<file path="config.mk">
export PLATFORM = sky130hd
export DESIGN_NAME = evr_pulse_bank_flat
export DESIGN_NICKNAME = d
export VERILOG_FILES = /design/src/rtl/evr_pulse_bank_if.sv /design/src/rtl/evr_pulse_bank.sv /design/src/flat_wrapper.sv
export SDC_FILE = /design/constraint.sdc
export NUM_CORES = 2
export LEC_CHECK = 0
export CAP_MARGIN = 20
export CORE_AREA = 2 2 294 296
export CTS_BUF_LIST = sky130_fd_sc_hd__clkbuf_2 sky130_fd_sc_hd__clkbuf_4 sky130_fd_sc_hd__clkbuf_8
export CTS_CLUSTER_SIZE = 24
export DETAILED_ROUTE_END_ITERATION = 8
export DIE_AREA = 0 0 296 298
export GPL_ROUTABILITY_DRIVEN = 0
export MAX_ROUTING_LAYER = met4
export SYNTH_ARGS = -nofsm -noshare
export SYNTH_HDL_FRONTEND = slang
export SYNTH_SLANG_ARGS = --single-unit
</file>
<file path="constraint.sdc">
create_clock -name clk -period 4.2 [get_ports clk]
set_clock_uncertainty 0.1 [all_clocks]
set_input_delay 0.84 -clock clk [delete_from_list [all_inputs] [get_ports clk]]
set_output_delay 0.84 -clock clk [all_outputs]
set_load 0.005 [all_outputs]
</file>
<file path="src/rtl/evr_pulse_bank_if.sv">
// Register-write port of the pulse bank: one-cycle strobe carrying channel, register select and data.
interface evr_pulse_bank_if #(
  parameter int CHANNELS = 4
);
  localparam int CHW = (CHANNELS > 1) ? $clog2(CHANNELS) : 1;

  logic           cfgStrobe;
  logic [CHW-1:0] cfgChannel;
  logic [1:0]     cfgReg;
  logic [31:0]    cfgData;

  modport master (output cfgStrobe, output cfgChannel, output cfgReg, output cfgData);
  modport slave  (input  cfgStrobe, input  cfgChannel, input  cfgReg, input  cfgData);
endinterface

</file>
<file path="src/rtl/evr_pulse_bank.sv">
// Bank of independent trigger-selected delay/width/burst pulse generators sharing one config port.
// Outputs are registered: pulse rises T+1+D after the trigger edge sampled at T; busy rises at T+1.
module evr_pulse_bank #(
  parameter int CHANNELS      = 4,
  parameter int TRIGGERS      = 8,
  parameter int COUNTER_WIDTH = 24
) (
  input  logic                clk,
  input  logic                reset,
  evr_pulse_bank_if.slave     cfg,
  input  logic [TRIGGERS-1:0] trigger,
  output logic [CHANNELS-1:0] pulse,
  output logic [CHANNELS-1:0] busy
);
  localparam int CW   = COUNTER_WIDTH;
  localparam int CNTW = COUNTER_WIDTH + 1;
  localparam int CHW  = (CHANNELS > 1) ? $clog2(CHANNELS) : 1;

  typedef enum logic [1:0] {IDLE, DELAY, HIGH, GAP} state_t;

  // Zero-extended so any 8-bit select indexes safely; selects >= TRIGGERS see a constant 0.
  logic [255:0] trig_ext;
  assign trig_ext = 256'(trigger);

  logic unused_cfg_bits;
  assign unused_cfg_bits = ^cfg.cfgData;

  for (genvar c = 0; c < CHANNELS; c++) begin : g_ch
    logic [CW-1:0]   delay_q, width_q, gap_q;
    logic [7:0]      sel_q, burst_q;
    logic            enable_q, invert_q;
    logic            wr_hit, wr_ctrl, enable_d, invert_d;
    logic            trig_sel, trig_edge;

    state_t          state_q;
    logic [CNTW-1:0] cnt_q, wdt_q, gapw_q;
    logic [7:0]      burst_left_q;
    logic            trig_d_q, raw_q, pulse_q, busy_q;

    assign wr_hit   = cfg.cfgStrobe && (cfg.cfgChannel == CHW'(c));
    assign wr_ctrl  = wr_hit && (cfg.cfgReg == 2'd3);
    // Post-write view of enable/invert so aborts and polarity react the cycle after the write.
    assign enable_d = wr_ctrl ? cfg.cfgData[8] : enable_q;
    assign invert_d = wr_ctrl ? cfg.cfgData[9] : invert_q;

    assign trig_sel  = trig_ext[sel_q];
    assign trig_edge = trig_sel && !trig_d_q;

    always_ff @(posedge clk) begin
      if (reset) begin
        delay_q  <= '0;
        width_q  <= '0;
        gap_q    <= '0;
        sel_q    <= '0;
        burst_q  <= '0;
        enable_q <= 1'b0;
        invert_q <= 1'b0;
      end else if (wr_hit) begin
        case (cfg.cfgReg)
          2'd0: delay_q <= cfg.cfgData[CW-1:0];
          2'd1: width_q <= cfg.cfgData[CW-1:0];
          2'd2: gap_q   <= cfg.cfgData[CW-1:0];
          default: begin
            sel_q    <= cfg.cfgData[7:0];
            enable_q <= cfg.cfgData[8];
            invert_q <= cfg.cfgData[9];
            burst_q  <= cfg.cfgData[23:16];
          end
        endcase
      end
    end

    always_ff @(posedge clk) begin
      if (reset) begin
        state_q      <= IDLE;
        cnt_q        <= '0;
        wdt_q        <= '0;
        gapw_q       <= '0;
        burst_left_q <= '0;
        trig_d_q     <= 1'b1;
        raw_q        <= 1'b0;
        pulse_q      <= 1'b0;
        busy_q       <= 1'b0;
      end else begin
        trig_d_q <= trig_sel;
        pulse_q  <= raw_q ^ invert_d;
        case (state_q)
          IDLE: begin
            // Start decisions use the registered (pre-write) settings.
            if (trig_edge && enable_q && (width_q != '0)) begin
              wdt_q        <= CNTW'(width_q);
              gapw_q       <= (gap_q == '0) ? CNTW'(1) : CNTW'(gap_q);
              burst_left_q <= (burst_q == 8'd0) ? 8'd1 : burst_q;
              busy_q       <= 1'b1;
              if (delay_q == '0) begin
                state_q <= HIGH;
                cnt_q   <= CNTW'(width_q);
                raw_q   <= 1'b1;
                pulse_q <= ~invert_d;
              end else begin
                state_q <= DELAY;
                cnt_q   <= CNTW'(delay_q);
              end
            end
          end
          DELAY, GAP: begin
            if (cnt_q == CNTW'(1)) begin
              state_q <= HIGH;
              cnt_q   <= wdt_q;
              raw_q   <= 1'b1;
              pulse_q <= ~invert_d;
            end else begin
              cnt_q <= cnt_q - CNTW'(1);
            end
          end
          HIGH: begin
            if (cnt_q == CNTW'(1)) begin
              raw_q   <= 1'b0;
              pulse_q <= invert_d;
              if (burst_left_q > 8'd1) begin
                burst_left_q <= burst_left_q - 8'd1;
                state_q      <= GAP;
                cnt_q        <= gapw_q;
              end else begin
                state_q <= IDLE;
                busy_q  <= 1'b0;
              end
            end else begin
              cnt_q <= cnt_q - CNTW'(1);
            end
          end
          default: state_q <= IDLE;
        endcase
        if (!enable_d && (state_q != IDLE)) begin
          state_q <= IDLE;
          raw_q   <= 1'b0;
          pulse_q <= invert_d;
          busy_q  <= 1'b0;
        end
      end
    end

    assign pulse[c] = pulse_q;
    assign busy[c]  = busy_q;
  end
endmodule

</file>
<file path="src/flat_wrapper.sv">
// flat-port wrapper written by rule: the top's interface ports become plain ports
module evr_pulse_bank_flat 
#(
  parameter int CHANNELS      = 4,
  parameter int TRIGGERS      = 8,
  parameter int COUNTER_WIDTH = 24
)
  (clk, reset, trigger, pulse, busy, cfg_cfgStrobe, cfg_cfgChannel, cfg_cfgReg, cfg_cfgData);
  evr_pulse_bank_if #(.CHANNELS(CHANNELS)) cfg_i ();
  input  logic clk;
  input  logic reset;
  input  logic [TRIGGERS-1:0] trigger;
  output logic [CHANNELS-1:0] pulse;
  output logic [CHANNELS-1:0] busy;
  input wire logic [$bits(cfg_i.cfgStrobe)-1:0] cfg_cfgStrobe;
  input wire logic [$bits(cfg_i.cfgChannel)-1:0] cfg_cfgChannel;
  input wire logic [$bits(cfg_i.cfgReg)-1:0] cfg_cfgReg;
  input wire logic [$bits(cfg_i.cfgData)-1:0] cfg_cfgData;
  assign cfg_i.cfgStrobe = cfg_cfgStrobe;
  assign cfg_i.cfgChannel = cfg_cfgChannel;
  assign cfg_i.cfgReg = cfg_cfgReg;
  assign cfg_i.cfgData = cfg_cfgData;
  evr_pulse_bank #(.CHANNELS(CHANNELS), .TRIGGERS(TRIGGERS), .COUNTER_WIDTH(COUNTER_WIDTH)) u_core (.clk(clk), .reset(reset), .cfg(cfg_i), .trigger(trigger), .pulse(pulse), .busy(busy));
endmodule
</file>
==> flow_summary.ini <==
[cts]
clkSinkCount = 708
cts_buffers = 116
clk_latency_ps = 760
cts.hold.buffers_added = 0
cts_tree = built
ctsResizeCount = 0
clock_path_buffers = 3
htree_levels = 3
clkTransAtPathRegs_ps = 60
postCtsSetupRepairBufs = 0
cts_root_buf = clkbuf_8

[timing]
layout_min_cycle_time_ps = 3150
rsz0062_at_grt = no
drv_slew = 0
final_hold_viol_count = 0
max_slew_margin_pct = 29.2
tns_ps = 0
tightest_slew_ps = 1060
fin_crit_sh_pct = 74.9
setup_viol = 0
max_freq_mhz = 318

[floorplan]
start_util_pct = 38.8
dieArea_sq_mm = 0.0882
coreArea_sq_mm = 0.0849
die_h_microns = 298
die_w_microns = 296
io_pins = 55
num_rows = 107

[synth]
netlist.area_leader.share_pct = 43.0
yosysSeqAreaShare_pct = 43.0
ys.warnings.count = 0
synth_area_leaders = dfxtp_1, nand2_1, a21oi_1
ys.flop_type = dfxtp_1
synth_edf_count = 0
synth.distinct_cells = 90
synth_top_area_cell = dfxtp_1
postSynthNetCount = 4444
yosysMostFrequentCell = nand2_1
synth_area_sq_mm = 0.0329
synth_seq_cells = 708
async_flop_share_pct = 0
avgSynthCellArea_sq_um = 7.52
synth.top_cells.by_count = nand2_1, dfxtp_1, a21oi_1
syn_inst = 4381

[detailed_routing]
num_vias = 32000
drtIter0Drc = 3078
wl_per_cell_microns = 20.1
wl_microns = 111000
drtPass1Iterations = 7
vias_per_cell = 5.75
post-route-drc-count = 0
ant_nets = 0

[critical_path]
reg2reg_to = u_core.g_ch[3].pulse_q
cp-end-kind = register
worstPathArrival_ps = 3700
timing.rr.start = u_core.g_ch[3].cnt_q[8]
path_max_fanout = 23
required_ps = 4750
r2r_cells = 7
crit_type = register to register
r2r_slack_ps = 1050
setup.worst_path.start_class = register

[placed_design]
port-buffer-count = 46
dp_hpwl_microns = 73100
place_inst = 5344

[finish]
final_util_pct = 43.7
drive_gt1_share_pct = 9.66
fin_cells = 5557
area.growth.synth_to_final_pct = 12.7
fin_nets = 4383

[global_routing]
grt_overflow = 0
grt_pass1_wl_microns = 173000
antenna_found_initial = 5
grt_pass1_vias = 29500
grt_max_degree = 116
grt_usage_pct = 25.4

[hold_path]
holdPathStages = 2
worstHoldStart = u_core.g_ch[0].wdt_q[16]
min_to = u_core.g_ch[0].wdt_q[16]
hold_class = register to register

[run]
maxCapViolations = 0

[power_and_ir_drop]
leakage_nw = 12.6
ir_worst_vdd_mv = 0.220
p_per_area_mw_per_mm2 = 380

[outcome]
status = completed
[flip-flops by register name, summed over array words and instances, names as in the netlist]
| signal | flops |
|---|---|
| u_core.g_ch.cnt_q | 100 |
| u_core.g_ch.delay_q | 96 |
| u_core.g_ch.gap_q | 96 |
| u_core.g_ch.gapw_q | 96 |
| u_core.g_ch.wdt_q | 96 |
| u_core.g_ch.width_q | 96 |
| u_core.g_ch.burst_left_q | 32 |
| u_core.g_ch.burst_q | 32 |
| u_core.g_ch.sel_q | 32 |
| u_core.g_ch.state_q | 8 |
| u_core.g_ch.busy_q | 4 |
| u_core.g_ch.enable_q | 4 |
| u_core.g_ch.invert_q | 4 |
| u_core.g_ch.pulse_q | 4 |
| u_core.g_ch.raw_q | 4 |
| u_core.g_ch.trig_d_q | 4 |
[per-layer routing]
layer	GRT usage, %	wire length, microns	vias up
li1	-	-	15400
met1	35.6	51500	15300
met2	37.8	49300	1121
met3	3.57	7410	216
met4	7.95	3250	0
met5	-	0	-
[placed cells by master (no fill, tap or decap), types with 27 or more instances in the layout]
cell | netlist | routed
nor2_1 | 191 | 189
nand2_1 | 1248 | 1248
o22ai_1 | 27 | 27
a21oi_1 | 706 | 706
nor3_1 | 91 | 84
or4_1 | 47 | 47
xnor2_1 | 27 | 27
nand3_1 | 37 | 35
o31ai_1 | 27 | 27
clkdlybuf4s50_1 | 0 | 43
inv_1 | 38 | 38
a31oi_1 | 49 | 49
nor4_1 | 113 | 113
and3_1 | 38 | 38
clkbuf_8 | 0 | 141
buf_4 | 9 | 129
o211ai_1 | 37 | 37
a311oi_1 | 48 | 48
mux2i_1 | 44 | 44
clkbuf_4 | 0 | 48
dfxtp_1 | 708 | 708
a211oi_1 | 36 | 36
o21ai_0 | 109 | 108
nand4_1 | 32 | 32
[cell families after synthesis]
logic type	count (synthesis)	share of synthesized area, %
buffers and inverters	402	4.78
DFF	708	43.0
AOI/OAI and AO/OA	1220	22.4
adders and majority gates	16	0.608
and+or+nand+nor	1930	26.0
muxes	55	1.85
xor gates and xnor gates	50	1.33
[how the worst max path moves through the flow]
| stage | start | slack [ps] | to | cells after the start |
|---|---|---|---|---|
| 2_1_floorplan | trigger[3] | 1310 | u_core.g_ch[1].wdt_q[10] | 9 |
| 4_1_cts | u_core.g_ch[0].cnt_q[0] | 1090 | u_core.g_ch[0].cnt_q[19] | 8 |
| 3_5_place_dp | trigger[2] | 510 | u_core.g_ch[1].gapw_q[10] | 8 |
| 5_1_grt | u_core.g_ch[3].cnt_q[8] | 780 | u_core.g_ch[3].pulse_q | 7 |
| 6_report | u_core.g_ch[3].cnt_q[8] | 1050 | u_core.g_ch[3].pulse_q | 7 |
| 3_3_place_gp | trigger[3] | 530 | u_core.g_ch[1].gapw_q[6] | 8 |
[report_power, final]
part / total [mW] / internal, mW / switching [mW]
sequential: 6.82 / 6.77 / 0.0465
combinational: 0.805 / 0.217 / 0.589
clock: 6.49 / 3.62 / 2.87
[worst max-delay path, stage by stage (launching register included)]
cell,delay [ps]
dfxtp_1,370
nor4_1,750
nand4_1,530
nor2_4,240
buf_4,320
o21ai_0,110
a21boi_0,290
mux2i_1,330
[cell type report]
type / count / area, sq um
fill: 8714 / 47800
multi-input combinational: 3271 / 17300
sequential: 708 / 14200
clock buffer: 189 / 2300
timing repair buffer: 184 / 1590
tap: 1144 / 1430
clock inverter: 18 / 179
inverter: 39 / 146
antenna: 4 / 10.0
[metrics by stage]
step | hold slack [ps] | power [mW] | setup WS [ps] | instance area, sq um
after global placement | 333 | 7.75 | 530 | 34600
after floorplan | 327 | 7.40 | 1310 | 32900
final | 345 | 14.1 | 1050 | 37100
after global routing | 364 | 14.6 | 776 | 37100
after CTS | 346 | 14.2 | 1090 | 37100
after detailed placement | 338 | 7.75 | 506 | 34600
(Power assumes the default switching activity.)
